===== src/rtl/cordic_if.sv =====
// Sample/result handshake bundle for cordic_pipe: valid/ready input side with
// mode, x/y/z and tag, and valid/ready output side with full-precision results.
interface cordic_if #(
    parameter int WIDTH = 16,
    parameter int TAG_W = 4
);
    logic                    in_valid;
    logic                    in_ready;
    logic                    mode_in;
    logic signed [WIDTH-1:0] x_in;
    logic signed [WIDTH-1:0] y_in;
    logic signed [WIDTH-1:0] z_in;
    logic [TAG_W-1:0]        tag_in;
    logic                    out_valid;
    logic                    out_ready;
    logic signed [WIDTH+1:0] x_out;
    logic signed [WIDTH+1:0] y_out;
    logic signed [WIDTH-1:0] z_out;
    logic [TAG_W-1:0]        tag_out;

    modport master (
        output in_valid, mode_in, x_in, y_in, z_in, tag_in, out_ready,
        input  in_ready, out_valid, x_out, y_out, z_out, tag_out
    );

    modport slave (
        input  in_valid, mode_in, x_in, y_in, z_in, tag_in, out_ready,
        output in_ready, out_valid, x_out, y_out, z_out, tag_out
    );
endinterface


===== src/rtl/cordic_pipe.sv =====
// Fully pipelined signed CORDIC, one iteration per stage, rotation/vectoring per sample.
// Optional CORDIC_GAIN_COMP_EN adds a K^-1 output stage (latency STAGES+1).
module cordic_pipe #(
    parameter int WIDTH  = 16,
    parameter int STAGES = 14,
    parameter int TAG_W  = 4
) (
    input  logic     clk,
    input  logic     rst,
    cordic_if.slave  bus
);
    localparam int XW = WIDTH + 2;

    // atan(2^-i) scaled so that 2^31 == pi
    function automatic logic [31:0] atan32(input int i);
        case (i)
            0:       return 32'h20000000;
            1:       return 32'h12E4051E;
            2:       return 32'h09FB385B;
            3:       return 32'h051111D4;
            4:       return 32'h028B0D43;
            5:       return 32'h0145D7E1;
            6:       return 32'h00A2F61E;
            7:       return 32'h00517C55;
            8:       return 32'h0028BE53;
            9:       return 32'h00145F2F;
            10:      return 32'h000A2F98;
            11:      return 32'h000517CC;
            12:      return 32'h00028BE6;
            13:      return 32'h000145F3;
            14:      return 32'h0000A2FA;
            15:      return 32'h0000517D;
            16:      return 32'h000028BE;
            17:      return 32'h0000145F;
            18:      return 32'h00000A30;
            19:      return 32'h00000518;
            20:      return 32'h0000028C;
            21:      return 32'h00000146;
            22:      return 32'h000000A3;
            default: return 32'h00000051;
        endcase
    endfunction

    function automatic logic signed [WIDTH-1:0] round_atan(input int i);
        logic [32:0] t;
        t = {1'b0, atan32(i)};
        if (WIDTH < 32)
            t = t + (33'd1 << (31 - WIDTH));
        return WIDTH'(t >> (32 - WIDTH));
    endfunction

    logic adv;
    logic out_vld;

    logic                    vld_p [STAGES];
    logic                    m_p   [STAGES];
    logic [TAG_W-1:0]        t_p   [STAGES];
    logic signed [XW-1:0]    x_p   [STAGES];
    logic signed [XW-1:0]    y_p   [STAGES];
    logic signed [WIDTH-1:0] z_p   [STAGES];

    assign adv          = ~out_vld | bus.out_ready;
    assign bus.in_ready = adv;

    for (genvar i = 0; i < STAGES; i++) begin : g_stage
        localparam logic signed [WIDTH-1:0] ATAN = round_atan(i);

        logic                    v_s, m_s, d;
        logic [TAG_W-1:0]        t_s;
        logic signed [XW-1:0]    x_s, y_s;
        logic signed [WIDTH-1:0] z_s;

        if (i == 0) begin : g_src
            assign v_s = bus.in_valid;
            assign m_s = bus.mode_in;
            assign t_s = bus.tag_in;
            assign x_s = {{2{bus.x_in[WIDTH-1]}}, bus.x_in};
            assign y_s = {{2{bus.y_in[WIDTH-1]}}, bus.y_in};
            assign z_s = bus.z_in;
        end else begin : g_src
            assign v_s = vld_p[i-1];
            assign m_s = m_p[i-1];
            assign t_s = t_p[i-1];
            assign x_s = x_p[i-1];
            assign y_s = y_p[i-1];
            assign z_s = z_p[i-1];
        end

        // d = 1 selects the +1 rotation direction
        assign d = m_s ? y_s[XW-1] : ~z_s[WIDTH-1];

        always_ff @(posedge clk) begin
            if (rst) begin
                vld_p[i] <= 1'b0;
                m_p[i]   <= 1'b0;
                t_p[i]   <= '0;
                x_p[i]   <= '0;
                y_p[i]   <= '0;
                z_p[i]   <= '0;
            end else if (adv) begin
                vld_p[i] <= v_s;
                m_p[i]   <= m_s;
                t_p[i]   <= t_s;
                if (d) begin
                    x_p[i] <= x_s - (y_s >>> i);
                    y_p[i] <= y_s + (x_s >>> i);
                    z_p[i] <= z_s - ATAN;
                end else begin
                    x_p[i] <= x_s + (y_s >>> i);
                    y_p[i] <= y_s - (x_s >>> i);
                    z_p[i] <= z_s + ATAN;
                end
            end
        end
    end

`ifdef CORDIC_GAIN_COMP_EN
    localparam logic signed [16:0] KINV = 17'sd19898;

    function automatic logic signed [XW-1:0] gain_comp(input logic signed [XW-1:0] v);
        logic signed [XW+16:0] p;
        p = v * KINV;
        return XW'(p >>> 15);
    endfunction

    logic                    vld_g;
    logic [TAG_W-1:0]        t_g;
    logic signed [XW-1:0]    x_g, y_g;
    logic signed [WIDTH-1:0] z_g;

    // gain compensation stage
    always_ff @(posedge clk) begin
        if (rst) begin
            vld_g <= 1'b0;
            t_g   <= '0;
            x_g   <= '0;
            y_g   <= '0;
            z_g   <= '0;
        end else if (adv) begin
            vld_g <= vld_p[STAGES-1];
            t_g   <= t_p[STAGES-1];
            x_g   <= gain_comp(x_p[STAGES-1]);
            y_g   <= gain_comp(y_p[STAGES-1]);
            z_g   <= z_p[STAGES-1];
        end
    end

    assign out_vld     = vld_g;
    assign bus.x_out   = x_g;
    assign bus.y_out   = y_g;
    assign bus.z_out   = z_g;
    assign bus.tag_out = t_g;
`else
    assign out_vld     = vld_p[STAGES-1];
    assign bus.x_out   = x_p[STAGES-1];
    assign bus.y_out   = y_p[STAGES-1];
    assign bus.z_out   = z_p[STAGES-1];
    assign bus.tag_out = t_p[STAGES-1];
`endif

    assign bus.out_valid = out_vld;
endmodule


===== src/flat_wrapper.sv =====
// flat-port wrapper written by rule: the top's interface ports become plain ports
module cordic_pipe_flat 
#(
    parameter int WIDTH  = 16,
    parameter int STAGES = 14,
    parameter int TAG_W  = 4
)
  (clk, rst, bus_in_valid, bus_mode_in, bus_x_in, bus_y_in, bus_z_in, bus_tag_in, bus_out_ready, bus_in_ready, bus_out_valid, bus_x_out, bus_y_out, bus_z_out, bus_tag_out);
  cordic_if #(.WIDTH(WIDTH), .TAG_W(TAG_W)) bus_i ();
  input  logic clk;
  input  logic rst;
  input wire logic [$bits(bus_i.in_valid)-1:0] bus_in_valid;
  input wire logic [$bits(bus_i.mode_in)-1:0] bus_mode_in;
  input wire logic [$bits(bus_i.x_in)-1:0] bus_x_in;
  input wire logic [$bits(bus_i.y_in)-1:0] bus_y_in;
  input wire logic [$bits(bus_i.z_in)-1:0] bus_z_in;
  input wire logic [$bits(bus_i.tag_in)-1:0] bus_tag_in;
  input wire logic [$bits(bus_i.out_ready)-1:0] bus_out_ready;
  output wire logic [$bits(bus_i.in_ready)-1:0] bus_in_ready;
  output wire logic [$bits(bus_i.out_valid)-1:0] bus_out_valid;
  output wire logic [$bits(bus_i.x_out)-1:0] bus_x_out;
  output wire logic [$bits(bus_i.y_out)-1:0] bus_y_out;
  output wire logic [$bits(bus_i.z_out)-1:0] bus_z_out;
  output wire logic [$bits(bus_i.tag_out)-1:0] bus_tag_out;
  assign bus_i.in_valid = bus_in_valid;
  assign bus_i.mode_in = bus_mode_in;
  assign bus_i.x_in = bus_x_in;
  assign bus_i.y_in = bus_y_in;
  assign bus_i.z_in = bus_z_in;
  assign bus_i.tag_in = bus_tag_in;
  assign bus_i.out_ready = bus_out_ready;
  assign bus_in_ready = bus_i.in_ready;
  assign bus_out_valid = bus_i.out_valid;
  assign bus_x_out = bus_i.x_out;
  assign bus_y_out = bus_i.y_out;
  assign bus_z_out = bus_i.z_out;
  assign bus_tag_out = bus_i.tag_out;
  cordic_pipe #(.WIDTH(WIDTH), .STAGES(STAGES), .TAG_W(TAG_W)) u_core (.clk(clk), .rst(rst), .bus(bus_i));
endmodule

===== config.mk =====
export PLATFORM = sky130hd
export DESIGN_NAME = cordic_pipe_flat
export DESIGN_NICKNAME = d
export VERILOG_FILES = /design/src/rtl/cordic_if.sv /design/src/rtl/cordic_pipe.sv /design/src/flat_wrapper.sv
export SDC_FILE = /design/constraint.sdc
export NUM_CORES = 2
export LEC_CHECK = 0
export CORE_ASPECT_RATIO = 0.5
export CORE_MARGIN = 5
export CORE_UTILIZATION = 45
export CTS_BUF_LIST = sky130_fd_sc_hd__clkbuf_8
export CTS_CLUSTER_SIZE = 8
export DETAILED_ROUTE_END_ITERATION = 6
export HOLD_SLACK_MARGIN = 0.15
export PLACE_DENSITY_LB_ADDON = 0.3
export SYNTH_ARGS = -nofsm -noshare
export SYNTH_HDL_FRONTEND = slang
export SYNTH_SLANG_ARGS = --single-unit

===== constraint.sdc =====
create_clock -name clk -period 18.2 [get_ports clk]
set_input_delay 4.55 -clock clk [delete_from_list [all_inputs] [get_ports clk]]
set_output_delay 4.55 -clock clk [all_outputs]
set_load 0.05 [all_outputs]

==> summary by stage <==
Placement
At the placement stage, the worst setup path has a slack of 7.572 ns. The congestion estimate from routability-driven global placement came to 0.9243. The estimated wirelength of the detail-placed design is 132900 µm. The placed instance area is 78430 µm². Counting tap cells, the placed design contains a total of 10670 instances. The count of buffers inserted at the top-level ports is 114.

Yosys
Summing the sequential cell areas from Yosys gives 32.25% of the chip area. The number of warnings printed during yosys synthesis is 0. The top flip-flop cell by instance count after synthesis is edfxtp_1.

The cell count after synthesis is 8657. The number of synthesized register bits is 809. Counting flops with a built-in enable in the synthesized netlist gives 809. The synthesized area per cell is 8.702 µm². Counting distinct cell types in the post-synthesis netlist gives 91. Synthesis produced a netlist with a net count of 9707. The fraction of registers with async set or reset after synthesis is 0%. The cell area after synthesis is 75330 µm².

Global route
The first global-routing pass estimated 296700 µm of wire. The number of global-route vias before repair is 58050. Global routing finished with a remaining overflow of 0. The combined global-route utilization of all metal layers is 19.75%.

Entering global routing, the biggest net connects 199 pins. The number of antenna violations at the first check in global routing was 1.

Timing
The worst setup margin is 7.575 ns. Hold is met by 0.4985 ns. The time the final worst path needs with I/O delays and setup is 10.62 ns. The achievable frequency is 0.09412 GHz. The number of failing setup endpoints in the final timing report is 0.

The relative max-transition margin is 23.49%. The share of the cycle needed by the critical path after routing is 58.38%. For the final database, setup skew stands at 0.04956 ns. The final-report max-slew violation count was 0.

The actual slew at the worst max-slew pin is 1.119 ns. Adding up every negative setup slack in the final design gives 0 ns. Setup repair after global routing left no endpoint under its margin. The final hold violation count is 0.

Routing
In the routed design, unresolved DRC markers number 0. The final layout contains routed wiring with a total length of 180600 µm. The number of DRC markers after the initial detailed-route iteration is 4126. The wire length per cell after detailed routing is 16.59 µm. The average via count per standard cell is 5.612. The number of vias in the routed layout is 61110. The first TritonRoute pass finished after 6 iterations. The detail route stage leaves a number of antenna-violating nets equal to 0.

CTS
The number of clock buffers added by TritonCTS is 144. After clock tree synthesis, the clock-pin slew on the worst setup and hold paths is 0.06 ns. CTS saw 809 sinks. The master cell of the clock root buffer is clkbuf_8. Once the clock tree was built, the setup fixing pass inserted 0 buffers. The clock insertion delay at the later pin of the skew report is 0.87 ns.

TritonCTS built the clock tree. The H-tree depth reported by CTS is 4. The clock tree buffer depth is 4. Hold repair after CTS inserted 0 buffers. The post-cts sizing count is 0.

Final layout
The area added between synthesis and finish is 7.376%. Fill cells in the final layout number 15960. Leaving out fill and tap cells, the most frequent cell in the layout is nor2_1. At the end of the flow, the number of nets in the layout was 9647. The area of all placed cells without fillers is 80890 µm². The finished layout holds 10890 standard cells, fillers aside. The final cell utilization of the core is 48.52%. The share of post-route cells with drive strength above 1 is 3.586%. Leaving out fill and tap cells, the most frequent cells in the layout are 1191 x nor2_1, 939 x ha_1, 809 x edfxtp_1.

Critical path
Along the worst path, the maximum fanout reaches 4. The worst setup path is captured at an output pin. The worst path required time is 13.65 ns. The critical path arrival is 6.07 ns. The critical path in this run is classified as in2out. The category of the worst setup path launch point is a primary input.

Power
The internal power is 7.754 mW. The power per cell area is 184.0 nW/µm². The net switching power figure is 7.130 mW. The fraction of power consumed by the clock network is 10.7%. Of the total power, the share spent switching nets is 47.90%.

The share of total power dissipated in combinational logic is 64.6%. The total design power is 14.88 mW. The sequential cell fraction of total power is 24.7%. The leakage component of the power is 34.63 nW. The peak ir drop on the vdd network is 74.87 µV.

Floorplan
In this run the count of I/O pins placed on the die edge is 115. The total area inside the core boundary comes to 166700 µm². From bottom edge to top edge, the die measures 299.3 µm. Row generation in the floorplan step produced 106 rows. The die outline width is 588.6 µm. The die outline area is 176200 µm². The initial utilization of the core area, before any placement, comes to 45.19%.

Worst hold path
The path class of the tightest hold or removal check is reg2reg.

Flow run
The total of max-cap violations is 0.

Outcome
The run finished with clean final reports.
## cells by family after synthesis
kind of cell	after synthesis	synth area share [%]
mux	120	1.596
fa+ha+maj	993	17.03
simple gates	2830	17.59
buf+inv	1067	5.342
xor+xnor	585	6.802
compound gates	2253	19.39
flops	809	32.25
## final timing paths
path	to	from	slack [ns]	cells past startpoint
setup / recovery	bus_in_ready	bus_out_ready	7.58	3
hold / removal	u_core.t_p[5][0]	u_core.t_p[4][0]	0.50	1
setup reg to reg	u_core.x_p[8][13]	u_core.vld_p[13]	13.14	16
hold reg to reg	u_core.t_p[5][0]	u_core.t_p[4][0]	0.50	1
## registers in the layout (all words and copies together) (netlist names)
name / cells
u_core.vld_p: 14
u_core.z_p: 224
u_core.m_p: 13
u_core.x_p: 251
u_core.t_p: 56
u_core.y_p: 251
## power groups by stage
stage	registers [mW]	logic, mW	clock network, mW
4_1_cts	3.69	9.56	1.66
3_3_place_gp	3.70	9.46	0
5_1_grt	3.76	10.8	1.75
2_1_floorplan	3.55	7.44	0
6_report	3.68	9.61	1.59
3_5_place_dp	3.72	9.51	0
## cell type report
class | count | area [µm²] | area share (%)
diodes | 2 | 5.005 | 0.006187
clock buffers | 148 | 2037 | 2.518
clock inverters | 74 | 416.7 | 0.5151
inverters | 700 | 2628 | 3.248
multi-input cells | 6781 | 47190 | 58.35
flip-flops and latches | 809 | 24290 | 30.03
well taps | 2214 | 2770 | 3.425
repair buffers | 161 | 1544 | 1.909
## metal layers
metal | global-route usage, % | vias to the layer above | part of all wire, %
met1 | 26.36 | 28660 | 46
met5 | 0 | - | 0
met2 | 33.61 | 1305 | 47
met3 | 2.600 | 303 | 4.2
li1 | - | 30840 | -
met4 | 5.683 | 0 | 2.8
## synth_stat cells, types with 73 or more instances
library cell	number	share of area (%)
a211oi_1	98	0.98
a21o_1	112	1.1
a21oi_1	680	4.5
a31oi_1	101	0.84
and2_1	138	1.1
clkbuf_1	326	1.6
edfxtp_1	809	32
ha_1	939	16
inv_1	698	3.5
mux2i_1	119	1.6
nand2_1	448	2.2
nand2b_1	139	1.2
nand3_1	138	0.92
nor2_1	1192	5.9
nor2b_1	125	1.0
nor3_1	277	1.8
nor4_1	76	0.63
o21ai_0	451	3.0
o21bai_1	113	1.1
o31ai_1	97	0.97
or3_1	73	0.61
xnor2_1	398	4.6
xor2_1	187	2.2
## worst max-delay path, stage by stage
cell and delay, ns:
clkdlybuf4s50_1 0.45, nand2b_1 0.22, clkdlybuf4s50_1 0.85
Note: power is estimated with default switching activity, not from simulation.
